File: src/rtl/regfile_pkg.sv
// rtl/regfile_pkg.sv - shared constants and types for the register file write-back path
package regfile_pkg;

    localparam int DATA_W = 16;
    localparam int ADDR_W = 4;

    // R0 has a dedicated write port used for the mul/div high half
    localparam int R0_IDX = 0;

    typedef enum logic [1:0] {
        SRC_NONE,
        SRC_ALU,
        SRC_MEM,
        SRC_MD
    } src_t;

endpackage

File: src/rtl/wb_scoreboard.sv
// rtl/wb_scoreboard.sv - pending-write scoreboard with RAW/WAW hazard detection
module wb_scoreboard #(
    parameter int ADDR_W = regfile_pkg::ADDR_W
) (
    input  logic                 clk,
    input  logic                 reset,
    input  logic                 rsv_valid,
    input  logic [ADDR_W-1:0]    rsv_reg,
    input  logic                 rsv_r0,
    input  logic [ADDR_W-1:0]    chk_reg1,
    input  logic [ADDR_W-1:0]    chk_reg2,
    input  logic [1:0]           wr_en,
    input  logic [ADDR_W-1:0]    wr_reg,
    output logic                 hazard,
    output logic [2**ADDR_W-1:0] busy
);
    import regfile_pkg::*;

    localparam int NREG = 2**ADDR_W;

    logic [NREG-1:0] set_mask;
    logic [NREG-1:0] clr_mask;

    // Hazard is computed from the registered busy mask only, so the stall never depends on this cycle's write-back
    assign hazard = busy[chk_reg1] | busy[chk_reg2]
                  | (rsv_valid & busy[rsv_reg])
                  | (rsv_valid & rsv_r0 & busy[R0_IDX]);

    // Build the set and clear masks; a reservation is only accepted when decode is not stalled
    always_comb begin
        set_mask = '0;
        clr_mask = '0;
        if (rsv_valid && !hazard) begin
            set_mask[rsv_reg] = 1'b1;
            if (rsv_r0) begin
                set_mask[R0_IDX] = 1'b1;
            end
        end
        if (wr_en[1]) begin
            clr_mask[wr_reg] = 1'b1;
        end
        if (wr_en[0]) begin
            clr_mask[R0_IDX] = 1'b1;
        end
    end

    // Busy register; applying the set after the clear makes a same-cycle set win
    always_ff @(posedge clk or negedge reset) begin
        if (!reset) begin
            busy <= '0;
        end else begin
            busy <= (busy & ~clr_mask) | set_mask;
        end
    end

endmodule

File: src/rtl/regfile_wb_arbiter.sv
// rtl/regfile_wb_arbiter.sv - write-back arbiter for ALU/load/muldiv with scoreboard (optional aging: WB_AGING_EN)
module regfile_wb_arbiter #(
    parameter int DATA_W       = regfile_pkg::DATA_W,
    parameter int ADDR_W       = regfile_pkg::ADDR_W,
    parameter int STARVE_LIMIT = 4
) (
    input  logic                 clk,
    input  logic                 reset,
    input  logic                 alu_valid,
    output logic                 alu_ready,
    input  logic [ADDR_W-1:0]    alu_reg,
    input  logic [DATA_W-1:0]    alu_data,
    input  logic                 mem_valid,
    output logic                 mem_ready,
    input  logic [ADDR_W-1:0]    mem_reg,
    input  logic [DATA_W-1:0]    mem_data,
    input  logic                 md_valid,
    output logic                 md_ready,
    input  logic [ADDR_W-1:0]    md_reg,
    input  logic [DATA_W-1:0]    md_lo,
    input  logic [DATA_W-1:0]    md_hi,
    input  logic                 rsv_valid,
    input  logic [ADDR_W-1:0]    rsv_reg,
    input  logic                 rsv_r0,
    input  logic [ADDR_W-1:0]    chk_reg1,
    input  logic [ADDR_W-1:0]    chk_reg2,
    output logic                 hazard,
    output logic [2**ADDR_W-1:0] busy,
    output logic [1:0]           reg_write,
    output logic [ADDR_W-1:0]    write_reg,
    output logic [DATA_W-1:0]    write_data,
    output logic [DATA_W-1:0]    r0
);
    import regfile_pkg::*;

    if (STARVE_LIMIT < 1) begin : g_bad_limit
        $error("STARVE_LIMIT must be at least 1");
    end

    src_t grant;

`ifdef WB_AGING_EN
    localparam int CNT_W = $clog2(STARVE_LIMIT + 1);
    localparam logic [CNT_W-1:0] LIMIT = CNT_W'(STARVE_LIMIT);

    logic [CNT_W-1:0] alu_wait;
    logic [CNT_W-1:0] mem_wait;
    logic             alu_promoted;
    logic             mem_promoted;

    assign alu_promoted = alu_valid && (alu_wait == LIMIT);
    assign mem_promoted = mem_valid && (mem_wait == LIMIT);

    // Wait counters saturate at the limit and restart whenever the requester is served or idle
    always_ff @(posedge clk or negedge reset) begin
        if (!reset) begin
            alu_wait <= '0;
            mem_wait <= '0;
        end else begin
            if (!alu_valid || alu_ready) begin
                alu_wait <= '0;
            end else if (alu_wait != LIMIT) begin
                alu_wait <= alu_wait + 1'b1;
            end
            if (!mem_valid || mem_ready) begin
                mem_wait <= '0;
            end else if (mem_wait != LIMIT) begin
                mem_wait <= mem_wait + 1'b1;
            end
        end
    end
`endif

    // Single grant per cycle: md > mem > alu, with starved requesters jumping the queue when aging is built in
    always_comb begin
        grant = SRC_NONE;
        if (md_valid) begin
            grant = SRC_MD;
        end else if (mem_valid) begin
            grant = SRC_MEM;
        end else if (alu_valid) begin
            grant = SRC_ALU;
        end
`ifdef WB_AGING_EN
        if (alu_promoted) begin
            grant = SRC_ALU;
        end
        if (mem_promoted) begin
            grant = SRC_MEM;
        end
`endif
    end

    assign md_ready  = (grant == SRC_MD);
    assign mem_ready = (grant == SRC_MEM);
    assign alu_ready = (grant == SRC_ALU);

    // Register the granted payload; an md write to R0 goes only through the general port to avoid a double write
    always_ff @(posedge clk or negedge reset) begin
        if (!reset) begin
            reg_write  <= 2'b00;
            write_reg  <= '0;
            write_data <= '0;
            r0         <= '0;
        end else begin
            case (grant)
                SRC_MD: begin
                    reg_write  <= {1'b1, (md_reg != ADDR_W'(R0_IDX))};
                    write_reg  <= md_reg;
                    write_data <= md_lo;
                    r0         <= md_hi;
                end
                SRC_MEM: begin
                    reg_write  <= 2'b10;
                    write_reg  <= mem_reg;
                    write_data <= mem_data;
                end
                SRC_ALU: begin
                    reg_write  <= 2'b10;
                    write_reg  <= alu_reg;
                    write_data <= alu_data;
                end
                default: begin
                    reg_write  <= 2'b00;
                end
            endcase
        end
    end

    wb_scoreboard #(
        .ADDR_W (ADDR_W)
    ) u_scoreboard (
        .clk       (clk),
        .reset     (reset),
        .rsv_valid (rsv_valid),
        .rsv_reg   (rsv_reg),
        .rsv_r0    (rsv_r0),
        .chk_reg1  (chk_reg1),
        .chk_reg2  (chk_reg2),
        .wr_en     (reg_write),
        .wr_reg    (write_reg),
        .hazard    (hazard),
        .busy      (busy)
    );

endmodule

File: config.mk
export PLATFORM = sky130hd
export DESIGN_NAME = regfile_wb_arbiter
export DESIGN_NICKNAME = d
export VERILOG_FILES = /design/src/rtl/regfile_pkg.sv /design/src/rtl/wb_scoreboard.sv /design/src/rtl/regfile_wb_arbiter.sv
export SDC_FILE = /design/constraint.sdc
export NUM_CORES = 1
export LEC_CHECK = 0
export ABC_AREA = 1
export CAP_MARGIN = 10
export CELL_PAD_IN_SITES_DETAIL_PLACEMENT = 1
export CELL_PAD_IN_SITES_GLOBAL_PLACEMENT = 1
export CORE_MARGIN = 4
export CORE_UTILIZATION = 31
export CTS_CLUSTER_SIZE = 20
export DETAILED_ROUTE_END_ITERATION = 16
export PLACE_DENSITY_LB_ADDON = 0.1
export SYNTH_ARGS = -nofsm -noshare
export SYNTH_HDL_FRONTEND = slang
export SYNTH_HIERARCHICAL = 1
export SYNTH_SLANG_ARGS = --single-unit
File: constraint.sdc
create_clock -name clk -period 3.87 [get_ports clk]
set_input_delay 0.387 -clock clk [delete_from_list [all_inputs] [get_ports clk]]
set_output_delay 0.387 -clock clk [all_outputs]
set_load 0.02 [all_outputs]
==> impl_metrics.yaml <==
cells_and_area:
  total_area_of_multi_input_combinational_cells_sq_um: 1760
  num-fill-cells: 1413
  antennaDiodeCount: 0
  final_nets: 760
  post_route_cells_drive_above_1_share: 0.0861
  most-common-layout-cells: "sky130_fd_sc_hd__nand2_1 (196), sky130_fd_sc_hd__clkdlybuf4s50_1 (151), sky130_fd_sc_hd__inv_1 (67), sky130_fd_sc_hd__dfrtp_1 (54), sky130_fd_sc_hd__nand3_1 (43)"
  regArea_sq_um: 1350
  most_common_library_cell_in_the_layout_ignoring_fill_and_taps: "sky130_fd_sc_hd__nand2_1"
  area_delta_synth_final_pct: 48.3
  regs_by_ff_count: "r0 (16), u_scoreboard/busy (16), write_data (16)"
floorplanning:
  top_level_port_count: 153
  core_sq_um: 11000
  floorplan.die.height_microns: 115
  die_width_microns: 115
  rows: 38
  initial_utilization: 0.323
  fp.dieArea_sq_um: 13300
logic_synthesis:
  ys.flop_type: "sky130_fd_sc_hd__dfrtp_1"
  synth_seq_area_share: 0.380
  synth_top_family_by_area: "simple AND/OR/NAND/NOR gates"
  synth_fa_ha_area_frac: 0.0141
  synth_nets: 618
  synthDominantCellAreaShare: 0.380
  post_synth_instance_area_sq_um: 3560
  synthesis.instances: 519
  postSynthRegisterBits: 54
  synth.distinct_cells: 28
  synth_top_area_cell: "sky130_fd_sc_hd__dfrtp_1"
  synth_enable_flop_cells: 0
  synth.yosys.warnings: 6
  syn-mean-instance-area_sq_um: 6.86
  muxShareOfSynthArea: 0
  xor_and_xnor_area_share_after_synthesis: 0
  synth_area_leaders: "sky130_fd_sc_hd__dfrtp_1 (38%), sky130_fd_sc_hd__nand2_1 (21%), sky130_fd_sc_hd__inv_1 (7.1%)"
  fraction_of_the_mapped_netlist_area_in_compound_gates: 0.109
  synthSimpleGateAreaFrac: 0.370
  asyncSetResetFlopFracSynth: 1.00
timing:
  clock.fmax_mhz: 338
  period_share: 0.764
  slew_violations: 0
  timing.slew.headroom: 0.585
  worst_clock_skew_ns: 0.00657
  tns_ns: 0
  setup_violations: 0
  rsz0062_at_grt: "no"
  hold_ws_ns: 0.0673
  worstMarginPinSlew_ns: 0.622
  finalHoldViolations: 0
  period_minus_slack_ns: 2.96
cts:
  clock_tree_from_tritoncts: "yes"
  cts_resized: 0
  clock_path_buffers: 2
  maximum_level_of_the_cts_h_tree: 2
  cts_post_setup_buffers_inserted: 0
  library_cell_used_as_clock_root_buffer: "sky130_fd_sc_hd__clkbuf_16"
  cts_inserted_buffers: 5
  clk_latency_ns: 0.30
  clkTransAtPathRegs_ns: 0.08
  tritoncts_sinks: 54
  cts_hold_buf: 0
detailed_routing:
  drt_first_iter_violations: 192
  vias: 3785
  routed_wire_length_per_instance_microns: 15.5
  totalWireLength_mm: 12.4
  firstDrtPassIters: 4
  route.detailed.vias_per_inst: 4.72
  final_antenna_violating_net_count: 0
  drt_drc_violations_left: 0
setup_path:
  critical_setup_path_class: "primary input to output port"
  setup.worst_path.end_class: "output port"
  cp.arrival_ns: 2.57
  critical_path.max_fanout: 17
  startpoint_type: "primary input"
  data_required_time_at_the_worst_endpoint_ns: 3.48
hold_path:
  hold_path_class: "primary input to asynchronous set/reset pin"
pwr:
  peak_vdd_ir_uv: 204
  pwr_density_cell_nw_per_um2: 454
  power.static_leakage_nw: 2.52
global_route:
  grt_usage: 0.190
  grt_start_max_net_pins: 35
  grt_pass1_vias: 4043
  grt_remaining_overflow: 0
  grt_first_pass_wirelength_mm: 20.0
  antenna_violations_before_repair: 0
outcome:
  result_of_the_run: "finished clean"
flow_run:
  timing.max_cap.violations: 0
placed_design:
  post-dp-hpwl_mm: 9.89
  routabilityCongestion: 0.821
  buffer_ports.inserted: 152
## layer usage
metal  track usage  part of all wire
met5             0                 0
met4        0.0477             0.013
met3        0.0468             0.061
met2         0.347              0.52
met1         0.223              0.41
## critical path, stage by stage
cell,delay [ns]
sky130_fd_sc_hd__clkdlybuf4s50_1,0.68
sky130_fd_sc_hd__inv_2,0.13
sky130_fd_sc_hd__nand2_1,0.11
sky130_fd_sc_hd__nand3_1,0.08
sky130_fd_sc_hd__nand3_1,0.07
sky130_fd_sc_hd__nand3b_1,0.09
sky130_fd_sc_hd__nand2_1,0.13
sky130_fd_sc_hd__nor2_4,0.03
sky130_fd_sc_hd__buf_4,0.18
sky130_fd_sc_hd__nand2_1,0.08
sky130_fd_sc_hd__clkdlybuf4s50_1,0.60
## cell families after synthesis
family | count (synthesis)
flops | 54
buf+inv | 96
fa+ha+maj | 4
simple gates | 305
compound gates | 60
## cell usage after synthesis (3+ instances only)
library cell / instances
sky130_fd_sc_hd__buf_2: 11
sky130_fd_sc_hd__nand2_1: 196
sky130_fd_sc_hd__dfrtp_1: 54
sky130_fd_sc_hd__nor2_2: 3
sky130_fd_sc_hd__o21ai_0: 34
sky130_fd_sc_hd__nand4_1: 16
sky130_fd_sc_hd__buf_6: 7
sky130_fd_sc_hd__nor2_1: 34
sky130_fd_sc_hd__inv_2: 5
sky130_fd_sc_hd__nand3_2: 5
sky130_fd_sc_hd__inv_1: 67
sky130_fd_sc_hd__a21oi_2: 20
sky130_fd_sc_hd__nand3_1: 43
sky130_fd_sc_hd__ha_1: 4
## cell type report
| cell class | count | share of cell area |
|---|---|---|
| multi-input cells | 369 | 0.333 |
| repair buffers | 159 | 0.297 |
| flip-flops and latches | 54 | 0.256 |
| inverters | 72 | 0.0512 |
| well taps | 140 | 0.0332 |
| clock buffers | 5 | 0.0237 |
| clock inverters | 3 | 0.00545 |
## path summary, 6_finish.rpt
check | startpoint | endpoint | slack [ns] | cells after the start
setup reg to reg | u_scoreboard/busy[0] | u_scoreboard/busy[11] | 2.21 | 9
min in group clk | write_data[5] | write_data[5] | 0.48 | 2
setup / recovery | chk_reg1[0] | hazard | 0.91 | 11
hold reg to reg | write_data[5] | write_data[5] | 0.48 | 2
max in group asynchronous | reset | write_data[1] | 2.97 | 2
hold / removal | reset | write_data[10] | 0.07 | 1
## per-stage QoR
stage | std cells | instance area (sq um) | setup slack, ns | utilization | power, mW
2_1_floorplan | 519 | 3560 | 2.05 | - | 1.39
3_3_place_gp | 794 | 5120 | 0.995 | 0.464 | 1.92
3_5_place_dp | 794 | 5120 | 0.916 | 0.464 | 1.95
4_1_cts | 802 | 5280 | 0.903 | 0.478 | 2.44
5_1_grt | 802 | 5280 | 0.735 | 0.478 | 2.57
6_report | 802 | 5280 | 0.915 | 0.478 | 2.40
## power by group
part           switching [mW]  total [mW]  internal [mW]
Combinational           0.630        1.10          0.472
Clock                   0.226       0.473          0.247
Sequential              0.130       0.823          0.693
Total                   0.986        2.40           1.41
No activity file was read; power rests on OpenSTA's default activity.
